==> config.mk <==
export PLATFORM = sky130hd
export DESIGN_NAME = haz_ctrl_unit_flat
export DESIGN_NICKNAME = d
export VERILOG_FILES = /design/src/rtl/haz_ctrl_unit_pkg.sv /design/src/rtl/haz_ctrl_unit_if.sv /design/src/rtl/haz_fwd_sel.sv /design/src/rtl/haz_ctrl_unit.sv /design/src/flat_wrapper.sv
export SDC_FILE = /design/constraint.sdc
export NUM_CORES = 1
export LEC_CHECK = 0
export BUFFER_PORTS_ARGS = -buffer_cell sky130_fd_sc_hd__buf_2
export CAP_MARGIN = 20
export CELL_PAD_IN_SITES_DETAIL_PLACEMENT = 0
export CELL_PAD_IN_SITES_GLOBAL_PLACEMENT = 1
export CORE_MARGIN = 3
export CORE_UTILIZATION = 33
export CTS_CLUSTER_DIAMETER = 80
export DETAILED_ROUTE_END_ITERATION = 12
export GPL_ROUTABILITY_DRIVEN = 0
export PLACE_DENSITY_LB_ADDON = 0.12
export REMOVE_ABC_BUFFERS = 1
export SYNTH_ARGS = -nofsm -noshare
export SYNTH_HDL_FRONTEND = slang
export SYNTH_SLANG_ARGS = --single-unit
==> constraint.sdc <==
create_clock -name clk -period 2.1 [get_ports clk]
set_input_delay 0.21 -clock clk [delete_from_list [all_inputs] [get_ports clk]]
set_output_delay 0.21 -clock clk [all_outputs]
set_load 0.02 [all_outputs]
==> src/rtl/haz_ctrl_unit_pkg.sv <==
// Shared types for the hazard/control unit: FSM states, forwarding selects,
// and the window down-counter width.
package haz_pkg;

  typedef enum logic [1:0] {
    RUN    = 2'd0,
    LSTALL = 2'd1,
    FLUSH  = 2'd2,
    MCWAIT = 2'd3
  } haz_state_e;

  typedef enum logic [1:0] {
    FWD_RF  = 2'b00,
    FWD_WB  = 2'b01,
    FWD_MEM = 2'b10
  } fwd_sel_e;

  // Wide enough for LOAD_LAT-1 / FLUSH_CYC-1 up to 6.
  localparam int DCNT_W = 3;

endpackage

==> src/rtl/haz_ctrl_unit_if.sv <==
// Pipeline <-> hazard unit bundle. master = pipeline datapath, slave = hazard unit.
interface haz_ctrl_unit_if #(
  parameter int REG_AW = 5,
  parameter int CNT_W  = 32
);
  logic [REG_AW-1:0] id_rs1, id_rs2;
  logic              id_rs1_used, id_rs2_used;
  logic [REG_AW-1:0] ex_rs1, ex_rs2, ex_rd;
  logic              ex_wen, ex_is_load;
  logic [REG_AW-1:0] mem_rd, wb_rd;
  logic              mem_wen, wb_wen;
  logic              br_taken, mc_busy;

  logic              pc_en, if_id_en, id_ex_en, ex_mem_en;
  logic              if_id_flush, id_ex_flush;
  logic [1:0]        fwd_a, fwd_b;
  logic              haz;
  logic [CNT_W-1:0]  stall_cycles, flush_cycles;

  modport master (
    output id_rs1, id_rs2, id_rs1_used, id_rs2_used,
           ex_rs1, ex_rs2, ex_rd, ex_wen, ex_is_load,
           mem_rd, wb_rd, mem_wen, wb_wen, br_taken, mc_busy,
    input  pc_en, if_id_en, id_ex_en, ex_mem_en, if_id_flush, id_ex_flush,
           fwd_a, fwd_b, haz, stall_cycles, flush_cycles
  );

  modport slave (
    input  id_rs1, id_rs2, id_rs1_used, id_rs2_used,
           ex_rs1, ex_rs2, ex_rd, ex_wen, ex_is_load,
           mem_rd, wb_rd, mem_wen, wb_wen, br_taken, mc_busy,
    output pc_en, if_id_en, id_ex_en, ex_mem_en, if_id_flush, id_ex_flush,
           fwd_a, fwd_b, haz, stall_cycles, flush_cycles
  );
endinterface

==> src/rtl/haz_fwd_sel.sv <==
// Forwarding select for one EX operand: youngest producer (MEM) wins over WB;
// x0 is never forwarded.
module haz_fwd_sel
  import haz_pkg::*;
#(
  parameter int REG_AW = 5
) (
  input  logic [REG_AW-1:0] src,
  input  logic [REG_AW-1:0] mem_rd,
  input  logic [REG_AW-1:0] wb_rd,
  input  logic              mem_wen,
  input  logic              wb_wen,
  output fwd_sel_e          sel
);

  // Priority compare against the two in-flight destinations.
  always_comb begin
    sel = FWD_RF;
    if (mem_wen && (mem_rd != '0) && (mem_rd == src))
      sel = FWD_MEM;
    else if (wb_wen && (wb_rd != '0) && (wb_rd == src))
      sel = FWD_WB;
  end

endmodule

==> src/rtl/haz_ctrl_unit.sv <==
// Hazard and control unit for the 5-stage in-order pipeline.
// Build option FWD_EN: defined -> EX operand forwarding, only load-use stalls
// (held LOAD_LAT cycles). Undefined -> no forwarding, any EX/MEM producer of a
// used ID source stalls, re-evaluated each cycle.
module haz_ctrl_unit
  import haz_pkg::*;
#(
  parameter int REG_AW    = 5,
  parameter int LOAD_LAT  = 1,
  parameter int FLUSH_CYC = 1,
  parameter int CNT_W     = 32
) (
  input logic       clk,
  input logic       reset,
  haz_ctrl_unit_if.slave hif
);

  localparam logic [DCNT_W-1:0] LD_RELOAD = DCNT_W'(LOAD_LAT - 1);
  localparam logic [DCNT_W-1:0] FL_RELOAD = DCNT_W'(FLUSH_CYC - 1);

  haz_state_e        state, state_n;
  logic [DCNT_W-1:0] cnt, cnt_n;
  logic              hit_ex, lu_hit, flush_br;
  logic              pc_en, if_id_en, id_ex_en, ex_mem_en;
  logic              if_id_flush, id_ex_flush, haz;
  logic [CNT_W-1:0]  stall_q, flush_q;
  fwd_sel_e          sel_a, sel_b;

  // A used, nonzero ID source that the EX instruction is about to write.
  always_comb begin
    hit_ex = hif.ex_wen && (hif.ex_rd != '0) &&
             ((hif.id_rs1_used && (hif.id_rs1 == hif.ex_rd)) ||
              (hif.id_rs2_used && (hif.id_rs2 == hif.ex_rd)));
  end

`ifdef FWD_EN
  localparam bit FWD_ON    = 1'b1;
  localparam bit LSTALL_ON = (LOAD_LAT > 1);

  // With forwarding only a load result arrives too late for the ID consumer.
  assign lu_hit = hit_ex && hif.ex_is_load;
`else
  localparam bit FWD_ON    = 1'b0;
  localparam bit LSTALL_ON = 1'b0;

  logic hit_mem;

  // Without forwarding both EX and MEM producers must drain; WB is covered by
  // the write-before-read regfile. Loads and ALU ops stall alike.
  always_comb begin
    hit_mem = hif.mem_wen && (hif.mem_rd != '0) &&
              ((hif.id_rs1_used && (hif.id_rs1 == hif.mem_rd)) ||
               (hif.id_rs2_used && (hif.id_rs2 == hif.mem_rd)));
  end

  assign lu_hit = (hit_ex && hif.ex_is_load) || (hit_ex && !hif.ex_is_load) || hit_mem;
`endif

  // Forwarding selects; write enables gated off when forwarding is built out.
  haz_fwd_sel #(.REG_AW(REG_AW)) u_fwd_a (
    .src    (hif.ex_rs1),
    .mem_rd (hif.mem_rd),
    .wb_rd  (hif.wb_rd),
    .mem_wen(hif.mem_wen && FWD_ON),
    .wb_wen (hif.wb_wen && FWD_ON),
    .sel    (sel_a)
  );

  haz_fwd_sel #(.REG_AW(REG_AW)) u_fwd_b (
    .src    (hif.ex_rs2),
    .mem_rd (hif.mem_rd),
    .wb_rd  (hif.wb_rd),
    .mem_wen(hif.mem_wen && FWD_ON),
    .wb_wen (hif.wb_wen && FWD_ON),
    .sel    (sel_b)
  );

  // FSM state and window down-counter.
  always_ff @(posedge clk) begin
    if (reset) begin
      state <= RUN;
      cnt   <= '0;
    end else begin
      state <= state_n;
      cnt   <= cnt_n;
    end
  end

  // Next state and stage controls; branch > flush window > mc_busy > load-use.
  always_comb begin
    state_n     = state;
    cnt_n       = cnt;
    pc_en       = 1'b1;
    if_id_en    = 1'b1;
    id_ex_en    = 1'b1;
    ex_mem_en   = 1'b1;
    if_id_flush = 1'b0;
    id_ex_flush = 1'b0;
    haz         = 1'b0;
    flush_br    = 1'b0;
    if (reset) begin
      pc_en       = 1'b0;
      if_id_en    = 1'b0;
      id_ex_en    = 1'b0;
      ex_mem_en   = 1'b0;
      if_id_flush = 1'b1;
      id_ex_flush = 1'b1;
      state_n     = RUN;
      cnt_n       = '0;
    end else if (hif.br_taken) begin
      // Redirect: PC loads the target, younger stages squashed; aborts LSTALL.
      if_id_flush = 1'b1;
      id_ex_flush = 1'b1;
      haz         = 1'b1;
      flush_br    = 1'b1;
      if (FLUSH_CYC > 1) begin
        state_n = FLUSH;
        cnt_n   = FL_RELOAD;
      end else begin
        state_n = RUN;
        cnt_n   = '0;
      end
    end else if (state == FLUSH) begin
      if_id_flush = 1'b1;
      id_ex_flush = 1'b1;
      haz         = 1'b1;
      flush_br    = 1'b1;
      cnt_n       = cnt - 1'b1;
      if (cnt <= 1) state_n = RUN;
    end else if (hif.mc_busy) begin
      pc_en     = 1'b0;
      if_id_en  = 1'b0;
      id_ex_en  = 1'b0;
      ex_mem_en = 1'b0;
      haz       = 1'b1;
      state_n   = MCWAIT;
      cnt_n     = '0;
    end else if (state == LSTALL) begin
      pc_en       = 1'b0;
      if_id_en    = 1'b0;
      id_ex_flush = 1'b1;
      haz         = 1'b1;
      cnt_n       = cnt - 1'b1;
      if (cnt <= 1) state_n = RUN;
    end else if (lu_hit) begin
      // RUN, or MCWAIT releasing this cycle, both evaluate like RUN.
      pc_en       = 1'b0;
      if_id_en    = 1'b0;
      id_ex_flush = 1'b1;
      haz         = 1'b1;
      if (LSTALL_ON) begin
        state_n = LSTALL;
        cnt_n   = LD_RELOAD;
      end else begin
        state_n = RUN;
      end
    end else begin
      state_n = RUN;
    end
  end

  // Saturating performance counters.
  always_ff @(posedge clk) begin
    if (reset) begin
      stall_q <= '0;
      flush_q <= '0;
    end else begin
      if (!pc_en && (stall_q != '1)) stall_q <= stall_q + 1'b1;
      if (flush_br && (flush_q != '1)) flush_q <= flush_q + 1'b1;
    end
  end

  assign hif.pc_en        = pc_en;
  assign hif.if_id_en     = if_id_en;
  assign hif.id_ex_en     = id_ex_en;
  assign hif.ex_mem_en    = ex_mem_en;
  assign hif.if_id_flush  = if_id_flush;
  assign hif.id_ex_flush  = id_ex_flush;
  assign hif.haz          = haz;
  assign hif.fwd_a        = reset ? FWD_RF : sel_a;
  assign hif.fwd_b        = reset ? FWD_RF : sel_b;
  assign hif.stall_cycles = stall_q;
  assign hif.flush_cycles = flush_q;

endmodule

==> src/flat_wrapper.sv <==
// flat-port wrapper written by rule: the top's interface ports become plain ports
module haz_ctrl_unit_flat import haz_pkg::*;
#(
  parameter int REG_AW    = 5,
  parameter int LOAD_LAT  = 1,
  parameter int FLUSH_CYC = 1,
  parameter int CNT_W     = 32
)
  (clk, reset, hif_id_rs1, hif_id_rs2, hif_id_rs1_used, hif_id_rs2_used, hif_ex_rs1, hif_ex_rs2, hif_ex_rd, hif_ex_wen, hif_ex_is_load, hif_mem_rd, hif_wb_rd, hif_mem_wen, hif_wb_wen, hif_br_taken, hif_mc_busy, hif_pc_en, hif_if_id_en, hif_id_ex_en, hif_ex_mem_en, hif_if_id_flush, hif_id_ex_flush, hif_fwd_a, hif_fwd_b, hif_haz, hif_stall_cycles, hif_flush_cycles);
  haz_ctrl_unit_if #(.REG_AW(REG_AW), .CNT_W(CNT_W)) hif_i ();
  input logic clk;
  input logic reset;
  input wire logic [$bits(hif_i.id_rs1)-1:0] hif_id_rs1;
  input wire logic [$bits(hif_i.id_rs2)-1:0] hif_id_rs2;
  input wire logic [$bits(hif_i.id_rs1_used)-1:0] hif_id_rs1_used;
  input wire logic [$bits(hif_i.id_rs2_used)-1:0] hif_id_rs2_used;
  input wire logic [$bits(hif_i.ex_rs1)-1:0] hif_ex_rs1;
  input wire logic [$bits(hif_i.ex_rs2)-1:0] hif_ex_rs2;
  input wire logic [$bits(hif_i.ex_rd)-1:0] hif_ex_rd;
  input wire logic [$bits(hif_i.ex_wen)-1:0] hif_ex_wen;
  input wire logic [$bits(hif_i.ex_is_load)-1:0] hif_ex_is_load;
  input wire logic [$bits(hif_i.mem_rd)-1:0] hif_mem_rd;
  input wire logic [$bits(hif_i.wb_rd)-1:0] hif_wb_rd;
  input wire logic [$bits(hif_i.mem_wen)-1:0] hif_mem_wen;
  input wire logic [$bits(hif_i.wb_wen)-1:0] hif_wb_wen;
  input wire logic [$bits(hif_i.br_taken)-1:0] hif_br_taken;
  input wire logic [$bits(hif_i.mc_busy)-1:0] hif_mc_busy;
  output wire logic [$bits(hif_i.pc_en)-1:0] hif_pc_en;
  output wire logic [$bits(hif_i.if_id_en)-1:0] hif_if_id_en;
  output wire logic [$bits(hif_i.id_ex_en)-1:0] hif_id_ex_en;
  output wire logic [$bits(hif_i.ex_mem_en)-1:0] hif_ex_mem_en;
  output wire logic [$bits(hif_i.if_id_flush)-1:0] hif_if_id_flush;
  output wire logic [$bits(hif_i.id_ex_flush)-1:0] hif_id_ex_flush;
  output wire logic [$bits(hif_i.fwd_a)-1:0] hif_fwd_a;
  output wire logic [$bits(hif_i.fwd_b)-1:0] hif_fwd_b;
  output wire logic [$bits(hif_i.haz)-1:0] hif_haz;
  output wire logic [$bits(hif_i.stall_cycles)-1:0] hif_stall_cycles;
  output wire logic [$bits(hif_i.flush_cycles)-1:0] hif_flush_cycles;
  assign hif_i.id_rs1 = hif_id_rs1;
  assign hif_i.id_rs2 = hif_id_rs2;
  assign hif_i.id_rs1_used = hif_id_rs1_used;
  assign hif_i.id_rs2_used = hif_id_rs2_used;
  assign hif_i.ex_rs1 = hif_ex_rs1;
  assign hif_i.ex_rs2 = hif_ex_rs2;
  assign hif_i.ex_rd = hif_ex_rd;
  assign hif_i.ex_wen = hif_ex_wen;
  assign hif_i.ex_is_load = hif_ex_is_load;
  assign hif_i.mem_rd = hif_mem_rd;
  assign hif_i.wb_rd = hif_wb_rd;
  assign hif_i.mem_wen = hif_mem_wen;
  assign hif_i.wb_wen = hif_wb_wen;
  assign hif_i.br_taken = hif_br_taken;
  assign hif_i.mc_busy = hif_mc_busy;
  assign hif_pc_en = hif_i.pc_en;
  assign hif_if_id_en = hif_i.if_id_en;
  assign hif_id_ex_en = hif_i.id_ex_en;
  assign hif_ex_mem_en = hif_i.ex_mem_en;
  assign hif_if_id_flush = hif_i.if_id_flush;
  assign hif_id_ex_flush = hif_i.id_ex_flush;
  assign hif_fwd_a = hif_i.fwd_a;
  assign hif_fwd_b = hif_i.fwd_b;
  assign hif_haz = hif_i.haz;
  assign hif_stall_cycles = hif_i.stall_cycles;
  assign hif_flush_cycles = hif_i.flush_cycles;
  haz_ctrl_unit #(.REG_AW(REG_AW), .LOAD_LAT(LOAD_LAT), .FLUSH_CYC(FLUSH_CYC), .CNT_W(CNT_W)) u_core (.clk(clk), .reset(reset), .hif(hif_i));
endmodule
# Word level (Yosys, flattened, before mapping)

Index checks and enable logic that the tools add are counted.

Add/sub/neg operators: 3
Multiply operators: 0
Div/mod/pow operators: 0
Order comparisons: 1
Eq/ne operators: 8
Shift operators: 0
Muxes and demuxes: 31
Bitwise logic cells: 0
Reduce and logical (&&, ||, !) cells: 22

Operators by type and width:

| kind                    | count |
|---|---|
| $add A32 B1 Y32 const B | 2 |
| $ne A32 B32 Y1 const B  | 2 |
| $mux W1                 | 24 |
| $eq A5 B5 Y1            | 4 |
| $logic_and A1 B1 Y1     | 12 |
| $reduce_bool A5 Y1      | 2 |
| $mux W3                 | 3 |
| $mux W2                 | 4 |
| $logic_or A1 B1 Y1      | 4 |
| $le A3 B1 Y1 const B    | 1 |
| $reduce_bool A3 Y1      | 1 |
| $sub A3 B1 Y3 const B   | 1 |
| $eq A2 B1 Y1 const B    | 1 |
| $eq A2 B2 Y1 const B    | 1 |
| $logic_not A1 Y1        | 2 |
| $reduce_or A2 Y1        | 1 |

Bits in registers: 69
Latch bits: 0
Bits in writable memories: 0
Memory bits (read-only): 0
Bits of input ports: 45
Output and inout port bits: 75
Logic and storage cells: 69
Memories: 0

# Logic depth before layout (Yosys ltp)

Gate-level depths: netlist of the first run.

Word-level depth: 15
Gate-level depth with buffers: 9
Gate-level depth less buffers: 7

# By module

A second synthesis of the first run with hierarchy kept.

Cell total of the unflattened synthesis: 520
Area total of the unflattened synthesis: 4166.5 sq um

Modules (own cells, without submodules):

| module        | times used | cells an instance | area each (sq um) | sequential area each (sq um) |
|---|---|---|---|---|
| haz_ctrl_unit | 1          | 480               | 3863.7            | 1381.3 |
| haz_fwd_sel   | 2          | 20                | 151.4             | 0.0 |

# Worst setup path after synthesis of the first run

OpenSTA, ideal clock, no wires.

Path kind: reg2reg
From: register u_core.flush_q[8] (netlist: u_core.hif.flush_cycles[8])
To: register u_core.flush_q[19] (netlist: u_core.hif.flush_cycles[19])
Library setup time: 0.128 ns
Arrival time: 2.030 ns
Required time: 1.972 ns
Slack: -0.058 ns
Stages on the path, launching flop included: 8
Buffers on the path: 0
Period minus slack after synthesis: 2.158 ns
Cell sequence: dfxtp_1 and4_1 nand4_1 or4_1 o211ai_1 nor3_1 xnor2_1 nor2_1

Cells in the longest elaborated chain, start to end: 2
Elaborated cells on any way between the ends: 3
Classes of those cells: 1 x add/sub; 1 x eq/ne; 1 x reduce/logical

RTL lines:

| what                                                                    | RTL line             | source |
|---|---|---|
| start, declared                                                         | haz_ctrl_unit.sv:26  | `logic [CNT_W-1:0] stall_q, flush_q;` |
| start signal, assigned                                                  | haz_ctrl_unit.sv:169 | `if (flush_br && (flush_q != '1)) flush_q <= flush_q + 1'b1;` |
| parallel branches: the longest is 2 deep, another holds $add A32 B1 Y32 | -                    |  |

Several ways; the timed one is not identified.
A chain may end at the register's enable or synchronous reset.

# Worst setup path after layout of the first run

From: register u_core.stall_q[26] (netlist: u_core.hif.stall_cycles[26])
To: register u_core.stall_q[16] (netlist: u_core.hif.stall_cycles[16])

Cells in the longest elaborated chain, start to end: 2

RTL lines:

| what                   | RTL line             | source |
|---|---|---|
| start, declared        | haz_ctrl_unit.sv:26  |  |
| start signal, assigned | haz_ctrl_unit.sv:168 | `if (!pc_en && (stall_q != '1)) stall_q <= stall_q + 1'b1;` |
| $ne A32 B32 Y1         | haz_ctrl_unit.sv:168 |  |
| $logic_and A1 B1 Y1    | haz_ctrl_unit.sv:168 |  |

No other way between the ends.

==> metrics.md, run 1 <==
| Metric | Value |
|---|---|
| Initial DRC Count | 181 |
| Clock tree skew after final layout | 0.004489 ns |
| Fraction of registers with async set or reset after synthesis | 0% |
| Top-level port count | 120 |
| Number of synthesized flops with an enable pin | 0 |
| Total number of vias | 4024 |
| Cell type contributing the most total cell area after synthesis | dfxtp_1 |
| Leakage power | 2.298 nW |
| H-tree depth | 3 |
| Nets@finish | 693 |
| Final Non-Filler Cells | 788 |
| Number of standard cells after synthesis | 471 |
| Total Neg Setup Slack | 0 ns |
| Syn. warnings | 0 |
| Drt pass-1 iters | 4 |
| Relative max-transition margin | approximately three fifths |
| Post-detailed-routing wire length | roughly 11000 um |
| Synth-to-Final Area Change | 42.87% |
| First-pass GRT wire length | 18070 um |
| CTS Buf Count | 9 |
| Crit path DAT | 2.36 ns |
| Critical Path Start Type | register |
| Buffer depth of the longest clock path | 2 |
| Initial antenna violation count | 0 |
| Post-detailed-route DRC marker count | 0 |
| Clock period minus final worst setup slack | around 2.1 ns |
| # Max-Cap Violations | 0 |
| Starting Density | 34.54% |
| Fraction of final layout cells sized beyond drive strength 1 | 35.80% |
| Final non-filler cell area | 0.005466 sq mm |
| Peak supply drop | 0.0004089 V |
| Via/cell ratio | between 5 and 6 |
| Post-synthesis average cell area | 8.124 sq um |
| Pin count of the biggest net entering global routing | 61 |
| Hold_buf cts | 0 |
| Placed Cells incl. Taps | 765 |
| Largest fanout on the critical path | 24 |
| Height of the chip | 113.7 um |
| Input/output buffers | 98 |
| CTS tree | done |
| Cell area after placement | 0.004970 sq mm |
| Number of distinct library cells after synthesis | 46 |
| Latest clock arrival within the worst-skew pair | approximately 0.34 ns |
| Total half-perimeter wirelength after legalization and detailed placement | between 7000 and 8000 um |
| Sequential element share of the synthesized area | 36.10% |
| Worst hold slack | roughly 0.19 ns |
| Grt total ovfl | 0 |
| Unrepaired setup endpoints after global routing | yes |
| Clock net sink count | approximately 70 |
| Critical Path End Type | register |
| Cells taking the most area after synthesis | dfxtp_1, xor2_1, a21oi_1 |
| Share of the synthesized area in the top cell type | 36.10% |
| Floorplan core area | between 0.01 and 0.015 sq mm |
| Result of the run | complete, no violations |
| Flip-flop and latch count after synthesis | 69 |
| Number of standard-cell rows in the floorplan | 38 |
| Area enclosed by the die boundary | 0.01292 sq mm |
| Power per standard cell area | 589.5 mW/mm^2 |
| CTS clk-pin slew, worst paths | 0.06 ns |
| Number of antenna repair diodes | 0 |
| Final routed wire length divided by cell count | around 14 um |
| Top flip-flop cell by instance count after synthesis | dfxtp_1 |
| Fill count | 1094 |
| Crit Path Category | register to register |
| Maximum clock frequency | 477.4 MHz |
| Global routing usage summed across all routing layers | 17.17% |
| Final setup viols | 0 |
| Area of the mapped netlist | 0.003826 sq mm |
| Die width | roughly 110 um |
| Hold Vio Cnt, Final | 0 |
| Critical path data required time | approximately 2.4 ns |
| Final Cycle Share | 99.75% |
| Classification of the worst-slack hold path | input pin to register |
| Root buf cell | clkbuf_16 |
| Vias in the first global route | about 3800 |
| Pins Over Slew Limit | 0 |
| Slew at the pin closest to its max-slew limit | 0.5678 ns |
| Post-route antenna net violation count | 0 |
state kept, by name, summed over array words and instances, names as in the netlist:
name,count
u_core.hif.flush_cycles,32
u_core.cnt,3
u_core.state,2
u_core.hif.stall_cycles,32
worst max-delay path, stage by stage (launching register included):
cell and delay, ns:
dfxtp_2 0.33, and3_4 0.18, and3_4 0.18, and3_4 0.18, nand4_1 0.19, o311ai_4 0.18
clkbuf_16 0.23, or4_1 0.41, a21oi_1 0.15
timing repair:
item | in CTS | in global routing
setup buffers | 0 | 7
endpoints found under the setup margin | 11 | 40
gates resized for setup | 10 | 18
cloned | 0 | 1
pin swaps | 2 | 15
endpoints found under the hold margin | 0 | 0
metrics by stage:
stage | util (%) | total power [mW] | setup slack (ns)
6_report | 49.34 | 3.223 | 0.005246
5_1_grt | 49.34 | 3.355 | -0.08587
4_1_cts | 47.93 | 3.263 | -0.001700
3_5_place_dp | 44.86 | 1.687 | -0.1484
3_3_place_gp | 44.86 | 1.683 | -0.1100
2_1_floorplan | - | 1.511 | -0.4225
cell families after synthesis:
| group | Yosys count | share of synthesized area (%) |
|---|---|---|
| compound gates | 100 | 15.57 |
| xor+xnor | 44 | 10.07 |
| fa+ha+maj | 4 | 1.308 |
| buf+inv | 38 | 4.938 |
| flops | 69 | 36.10 |
| mux | 5 | 1.700 |
| other cells | 1 | 0.09801 |
| simple gates | 210 | 30.22 |
final cells by class:
class                   count  area [sq um]  share of cell area (%)
well taps                 140         175.2                   3.204
repair buffers            183          1176                   21.52
clock buffers              14         264.0                   4.829
flip-flops and latches     69          1385                   25.34
multi-input cells         367          2384                   43.60
clock inverters             1         30.03                  0.5493
inverters                  14         52.55                  0.9613
power breakdown:
part,switching [mW],internal [mW]
Combinational,0.207,0.146
Sequential,0.00794,1.32
Clock,0.560,0.979
routing by layer:
metal	vias to the layer above	GRT usage (%)	part of all wire, %	routed length (um)
met5	-	0	0	0
met4	0	5.208	1.5	167
met3	16	5.623	5.7	624
met2	91	26.38	45	4931
met1	1858	22.95	48	5302
li1	2059	-	-	-
final timing paths:
path	slack [ns]	to	from	cells after the start
worst max-delay path	0.005	u_core.hif.stall_cycles[16]$_SDFFE_PP0P_	u_core.hif.stall_cycles[26]$_SDFFE_PP0P_	8
worst min-delay path	0.19	u_core.state[0]$_SDFF_PP0_	hif_br_taken	2
worst max register to register	0.005	u_core.hif.stall_cycles[16]$_SDFFE_PP0P_	u_core.hif.stall_cycles[26]$_SDFFE_PP0P_	8
worst min register to register	0.50	u_core.hif.stall_cycles[22]$_SDFFE_PP0P_	u_core.hif.stall_cycles[22]$_SDFFE_PP0P_	2
cells in the final DEF (no fill, tap or decap), types with 22 or more instances in the layout:
| master | count |
|---|---|
| o21ai_0 | 22 |
| or3_1 | 25 |
| xor2_1 | 33 |
| a21oi_1 | 41 |
| nor2_1 | 43 |
| nand2_1 | 26 |
| dfxtp_1 | 66 |
| buf_2 | 96 |
| nand3_1 | 26 |
| buf_4 | 84 |
synthesized netlist by cell type (4+ instances only):
| cell | instances |
|---|---|
| nor4_1 | 6 |
| and3_1 | 10 |
| xnor2_1 | 11 |
| o21ai_1 | 11 |
| nand2_1 | 26 |
| or3_1 | 25 |
| and2_1 | 11 |
| inv_1 | 14 |
| nor2b_1 | 4 |
| nor3_1 | 10 |
| and4_1 | 4 |
| nor4_2 | 4 |
| o21ai_0 | 22 |
| nand3_1 | 26 |
| nor2_1 | 44 |
| xor2_1 | 33 |
| or4_1 | 14 |
| clkbuf_1 | 13 |
| dfxtp_1 | 69 |
| buf_4 | 6 |
| ha_1 | 4 |
| a21oi_1 | 43 |
| o31ai_1 | 9 |
| nand4_1 | 20 |
No activity file was read; power rests on OpenSTA's default activity.
==> inputs of run 2 (changes only) <==
--- a/config.mk
+++ b/config.mk
@@ -9,7 +9,6 @@
 export CAP_MARGIN = 20
 export CELL_PAD_IN_SITES_DETAIL_PLACEMENT = 0
 export CELL_PAD_IN_SITES_GLOBAL_PLACEMENT = 1
-export CORE_MARGIN = 3
 export CORE_UTILIZATION = 33
 export CTS_CLUSTER_DIAMETER = 80
 export DETAILED_ROUTE_END_ITERATION = 12
==> run 2 against run 1 <==
The flow now finishes with violations (negative setup slack); via count down 0.97%; die area fell by 6.9%; routed wire length decreased by 1.6%; cell area barely moved; worst setup slack worse by 0.033 ns; sequential power about the same; power is 3.8% lower.
==> metrics.md, run 2 (synthesis results as in run 1) <==
| Metric | Value |
|---|---|
| Result of the run | finished, violations left |
| Violations in the final reports | negative setup slack |
| Reg2Reg Depth | 8 |
| Initial antenna violation count | 0 |
| Latest clock arrival within the worst-skew pair | 0.33 ns |
| H-tree depth | 3 |
| Cell area after placement | approximately 0.005 sq mm |
| Post-route antenna net violation count | 0 |
| Final Cycle Share | 101.3% |
| Launch point of the worst reg-to-reg path | u_core.hif.stall_cycles[26]$_SDFFE_PP0P_ |
| Largest delay share family, worst path | simple AND/OR/NAND/NOR gates |
| Leakage power | about 2.3 nW |
| Nets@finish | 690 |
| Clock net sink count | between 60 and 70 |
| Post-detailed-route DRC marker count | 0 |
| Top-level port count | 120 |
| Net switching power figure | between 0.7 and 0.8 mW |
| Height of the chip | 109.7 um |
| Buffer depth of the longest clock path | 2 |
| Cell-by-cell listing of the critical path | and3_4 -> and3_4 -> and3_4 -> nand4_1 -> o311ai_4 -> buf_12 -> nor4_2 -> mux2_4 |
| Root buf cell | clkbuf_16 |
| Fraction of final layout cells sized beyond drive strength 1 | 36.96% |
| Endpoint of the worst register-to-register path | u_core.hif.stall_cycles[30]$_SDFFE_PP0P_ |
| Most numerous cell on the critical path | and3_4 |
| Synth-to-Final Area Change | 42.94% |
| Total half-perimeter wirelength after legalization and detailed placement | 7578 um |
| Via/cell ratio | ~5.1 |
| Total number of vias | 3985 |
| Internal portion of total power | around 2.3 mW |
| Most common cell after layout, fill and taps aside | buf_2 |
| Launch point of the worst hold path | hif_br_taken |
| Slew at the pin closest to its max-slew limit | 0.6263 ns |
| Hold Vio Cnt, Final | 0 |
| CTS clk-pin slew, worst paths | 0.06 ns |
| Peak supply drop | 0.0003828 V |
| Global routing usage summed across all routing layers | 17.80% |
| CTS tree | done |
| Relative max-transition margin | 57.92% |
| Grt total ovfl | 0 |
| Input/output buffers | 98 |
| Post-detailed-routing wire length | 10850 um |
| Comb power frac | 12.0% |
| Fill count | around 1100 |
| Clock share of power | 45.1% |
| First-pass GRT wire length | 16550 um |
| Switching Share | around a quarter |
| Critical Path End Type | register |
| Unrepaired setup endpoints after global routing | yes |
| Drt pass-1 iters | 4 |
| Number of standard-cell rows in the floorplan | 38 |
| Starting Density | 34.54% |
| PnR worst setup slack | -0.02762 ns |
| Critical Path Start Type | register |
| Clock tree skew after final layout | between 0.008 and 0.009 ns |
| Post-route core utilization | 49.37% |
| Maximum clock frequency | 470.0 MHz |
| CTS Buf Count | 9 |
| Number of buffers and inverters on the critical path | 1 |
| Crit Path Category | register to register |
| Initial DRC Count | ~180 |
| Area enclosed by the die boundary | between 0.01 and 0.015 sq mm |
| Pin count of the biggest net entering global routing | between 60 and 70 |
| Largest fanout on the critical path | 26 |
| # Max-Cap Violations | 0 |
| Floorplan core area | ~0.011 sq mm |
| Pins Over Slew Limit | 0 |
| Flop pwr share | a little over two fifths |
| Final routed wire length divided by cell count | about 14 um |
| Clock period minus final worst setup slack | 2.128 ns |
| Hold Path Cell Cnt | 2 |
| CP max-delay cell | dfxtp_2 |
| Worst hold path endpoint | u_core.state[0]$_SDFF_PP0_ |
| Crit path DAT | 2.35 ns |
| Power per standard cell area | roughly 570 mW/mm^2 |
| Classification of the worst-slack hold path | input pin to register |
| Worst R2R Setup Slack | -0.03 ns |
| Number of antenna repair diodes | 0 |
| Stage delay of the slowest cell on the critical path | 0.32 ns |
| Critical path data required time | 2.32 ns |
| Total Neg Setup Slack | -0.1013 ns |
| Final setup viols | 8 |
| Die width | 109.7 um |
| Leading cell types in the layout, fill and taps excluded | buf_2, buf_4, dfxtp_1 |
| Final non-filler cell area | 0.005469 sq mm |
| Vias in the first global route | 3592 |
==> run 2: metal layers <==
metal  global-route usage [%]  wire length (um)  vias to the layer above
met1                    23.13              5416                     1844
li1                         -                 -                     2042
met5                        0                 0                        -
met4                    7.143               165                        0
met3                    3.438               463                       15
met2                    28.89              4802                       84
==> run 2: worst reg2reg max path: stages (launching register included) <==
cell and delay (ns):
dfxtp_2 0.32, and3_4 0.18, and3_4 0.18, and3_4 0.18
nand4_1 0.19, o311ai_4 0.21, buf_12 0.22, nor4_2 0.21
mux2_4 0.32
==> run 2: area by class of cell <==
type / count / area (sq um) / area share [%]
clock buffers: 12 / 256.5 / 4.690
clock inverters: 2 / 10.01 / 0.1830
inverters: 14 / 52.55 / 0.9609
multi-input cells: 367 / 2401 / 43.90
flip-flops and latches: 69 / 1388 / 25.37
well taps: 140 / 175.2 / 3.203
repair buffers: 180 / 1186 / 21.69
==> run 2: metrics by stage <==
stage | setup slack [ns] | cells | hold WS [ns] | power [mW]
after floorplan | -0.4225 | 450 | 0.2791 | 1.511
after global placement | -0.1124 | 757 | 0.4814 | 1.674
after global routing | -0.1063 | 784 | 0.1847 | 3.232
after detailed placement | -0.1503 | 757 | 0.4871 | 1.680
final | -0.02762 | 784 | 0.1873 | 3.100
after CTS | 0.01016 | 772 | 0.1702 | 3.091
==> run 2: how the worst max path moves through the flow <==
stage                                                   startpoint                                        to  cells after the start
after floorplan                                      hif_mem_rd[0]  u_core.hif.stall_cycles[26]$_SDFFE_PP0P_                      6
final                     u_core.hif.stall_cycles[26]$_SDFFE_PP0P_  u_core.hif.stall_cycles[30]$_SDFFE_PP0P_                      8
after global routing      u_core.hif.stall_cycles[26]$_SDFFE_PP0P_   u_core.hif.stall_cycles[6]$_SDFFE_PP0P_                      8
after detailed placement                             hif_mem_rd[0]  u_core.hif.stall_cycles[30]$_SDFFE_PP0P_                      8
after CTS                 u_core.hif.stall_cycles[26]$_SDFFE_PP0P_  u_core.hif.stall_cycles[30]$_SDFFE_PP0P_                      8
after global placement                               hif_mem_rd[0]  u_core.hif.stall_cycles[28]$_SDFFE_PP0P_                      8
==> run 2: timing repair <==
| item | in CTS | in global routing |
|---|---|---|
| pin swaps | 2 | 20 |
| buffers inserted | 1 | 9 |
| endpoints found under the setup margin | 13 | 49 |
| gates cloned | 0 | 3 |
| hold buffers | 0 | 0 |
| resized for setup | 6 | 38 |
==> run 2: power groups by stage <==
stage,clock network [mW],logic (mW),registers (mW)
2_1_floorplan,0,0.136,1.37
3_3_place_gp,0,0.314,1.36
3_5_place_dp,0,0.319,1.36
4_1_cts,1.43,0.324,1.33
5_1_grt,1.49,0.404,1.33
6_report,1.40,0.371,1.33
==> inputs of run 3 (changes only) <==
--- a/config.mk
+++ b/config.mk
@@ -18,3 +18,4 @@
 export SYNTH_ARGS = -nofsm -noshare
 export SYNTH_HDL_FRONTEND = slang
 export SYNTH_SLANG_ARGS = --single-unit
+export TNS_END_PERCENT = 100
==> constraint.sdc (replaced) <==
create_clock -name clk -period 1.8 [get_ports clk]
set_input_delay 0.18 -clock clk [delete_from_list [all_inputs] [get_ports clk]]
set_output_delay 0.18 -clock clk [all_outputs]
set_load 0.02 [all_outputs]
==> run 3 against run 2 <==
The flow still finishes with violations (negative setup slack); final cell count grew 8.4%; power up 18%; clock-buffer cell count increased by 2; register-to-register slack got worse by 0.33 ns; critical path type unchanged.
==> metrics.md, run 3 (synthesis results as in run 1) <==
| Metric | Value |
|---|---|
| Result of the run | finished, violations left |
| Violations in the final reports | negative setup slack |
| Final routed wire length divided by cell count | 14.14 um |
| Reg2Reg Depth | 9 |
| Critical path data required time | about 2 ns |
| Hold Vio Cnt, Final | 0 |
| Cell area after placement | 0.005333 sq mm |
| Top-level port count | 120 |
| Global-route met2 utilization | 32.84% |
| GRT Max-Usage Layer | met2 |
| Peak supply drop | 0.0003915 V |
| CTS Buf Count | 9 |
| Clock period minus final worst setup slack | approximately 2.2 ns |
| Total Neg Setup Slack | -10.53 ns |
| # Max-Cap Violations | 0 |
| Unrepaired setup endpoints after global routing | yes |
| Endpoint of the worst register-to-register path | u_core.hif.stall_cycles[18]$_SDFFE_PP0P_ |
| Post-detailed-routing wire length | about 12000 um |
| Initial DRC Count | roughly 150 |
| Launch point of the worst hold path | hif_br_taken |
| Most common cell after layout, fill and taps aside | buf_4 |
| Post-route antenna net violation count | 0 |
| CTS tree | done |
| Starting Density | 34.54% |
| Root buf cell | clkbuf_16 |
| Classification of the worst-slack hold path | input pin to register |
| Synth-to-Final Area Change | 64.42% |
| Buffer depth of the longest clock path | 2 |
| First-pass GRT wire length | 18620 um |
| Latest clock arrival within the worst-skew pair | 0.33 ns |
| Fraction of final layout cells sized beyond drive strength 1 | 49.15% |
| Height of the chip | approximately 110 um |
| PnR worst setup slack | -0.3618 ns |
| Hold Path Cell Cnt | 3 |
| Launch point of the worst reg-to-reg path | u_core.hif.stall_cycles[26]$_SDFFE_PP0P_ |
| Drt pass-1 iters | 4 |
| Critical Path Start Type | register |
| Clock net sink count | 69 |
| Via/cell ratio | 5.011 |
| Crit path DAT | 2.42 ns |
| Leading cell types in the layout, fill and taps excluded | buf_4, buf_2, dfxtp_1 |
| Total half-perimeter wirelength after legalization and detailed placement | 8356 um |
| Die width | 109.7 um |
| Initial antenna violation count | 0 |
| Maximum clock frequency | approximately 460 MHz |
| Global-route track usage on met1 | 26.39% |
| Clock tree skew after final layout | a little under 0.005 ns |
| Pins Over Slew Limit | 0 |
| Final setup viols | 58 |
| Final Cycle Share | 120.1% |
| Grt total ovfl | 0 |
| Power per standard cell area | 581.1 mW/mm^2 |
| Global routing usage summed across all routing layers | between 10% and 20% |
| Input/output buffers | slightly below 100 |
| Nets@finish | 754 |
| Final non-filler cell area | 0.006291 sq mm |
| Vias in the first global route | around 4000 |
| Pin count of the biggest net entering global routing | 31 |
| Pre-CTS setup slack | -0.4267 ns |
| GR met3 Demand/Resource | around 4.0% |
| Total number of vias | 4259 |
| Floorplan core area | 0.01108 sq mm |
| Worst hold path endpoint | u_core.state[1]$_SDFF_PP0_ |
| Post-detailed-route DRC marker count | 0 |
| Leakage power | approximately 2.7 nW |
| Number of antenna repair diodes | 0 |
| Crit Path Category | register to register |
| Number of standard-cell rows in the floorplan | 38 |
| H-tree depth | 3 |
| Worst R2R Setup Slack | -0.36 ns |
| Critical Path End Type | register |
| CTS clk-pin slew, worst paths | 0.05 ns |
| Largest fanout on the critical path | 5 |
| Area enclosed by the die boundary | 0.01203 sq mm |
## run 3: cell types whose count changed in the layout (fill, tap and decap cells not counted), moves of 7 or more
cell / previous run / this run
buf_6: 4 / 14
a21oi_1: 41 / 34
buf_4: 78 / 136
dfxtp_2: 5 / 16
buf_2: 94 / 86
dfxtp_1: 64 / 53
a21oi_2: 2 / 9
## run 3: per-layer routing
layer / share of wire [%] / up-vias
met3: 4.3 / 8
met5: 0 / -
met4: 0.72 / 0
li1: - / 2174
met2: 47 / 92
met1: 48 / 1985
## run 3: worst max path at each step
| stage | slack (ns) | start | end | depth (start not counted) |
|---|---|---|---|---|
| after detailed placement | -0.43 | hif_ex_rd[3] | u_core.hif.stall_cycles[25]$_SDFFE_PP0P_ | 10 |
| after CTS | -0.34 | u_core.hif.stall_cycles[26]$_SDFFE_PP0P_ | u_core.hif.stall_cycles[6]$_SDFFE_PP0P_ | 9 |
| after floorplan | -0.69 | hif_mem_rd[0] | u_core.hif.stall_cycles[26]$_SDFFE_PP0P_ | 6 |
| final | -0.36 | u_core.hif.stall_cycles[26]$_SDFFE_PP0P_ | u_core.hif.stall_cycles[18]$_SDFFE_PP0P_ | 9 |
| after global routing | -0.41 | u_core.hif.stall_cycles[26]$_SDFFE_PP0P_ | u_core.hif.stall_cycles[18]$_SDFFE_PP0P_ | 9 |
| after global placement | -0.38 | hif_ex_rd[3] | u_core.hif.stall_cycles[23]$_SDFFE_PP0P_ | 10 |
## run 3: metrics by stage
step / hold slack, ns / power [mW] / std cells / utilization (%)
2_1_floorplan: 0.2491 / 1.763 / 450 / -
3_5_place_dp: 0.5190 / 1.998 / 815 / 48.14
3_3_place_gp: 0.5029 / 1.990 / 815 / 48.14
6_report: 0.2281 / 3.656 / 850 / 56.79
5_1_grt: 0.2367 / 3.829 / 850 / 56.79
4_1_cts: 0.2195 / 3.656 / 838 / 53.50
## run 3: critical path, stage by stage (launching register included)
cell and delay, ns:
dfxtp_2 0.32, and3_4 0.17, and3_4 0.18, and3_4 0.16
nand4_1 0.21, o311ai_4 0.18, buf_12 0.19, buf_16 0.13
or4_4 0.41, a21oi_2 0.15
## run 3: where the power goes
part	leakage [nW]	internal [mW]	switching, mW
registers	0.565	1.54	0.00887
logic	2.03	0.261	0.278
clock network	0.125	0.930	0.635
total	2.72	2.73	0.922
## run 3: repair_timing
action	4_1_cts	5_1_grt
gates resized for setup	60	65
endpoints found under the setup margin	66	68
cloned	2	3
buffers inserted	6	10
pin swaps	42	53
hold buffers	0	0
## run 3: final cells by class
type                       instances  area (sq um)
sequential                        69          1401
multi-input combinational        367          2624
timing repair buffer             244          1784
inverter                          14         52.55
clock buffer                      14         244.0
clock inverter                     2         10.01
fill                            1009          4787
tap                              140         175.2
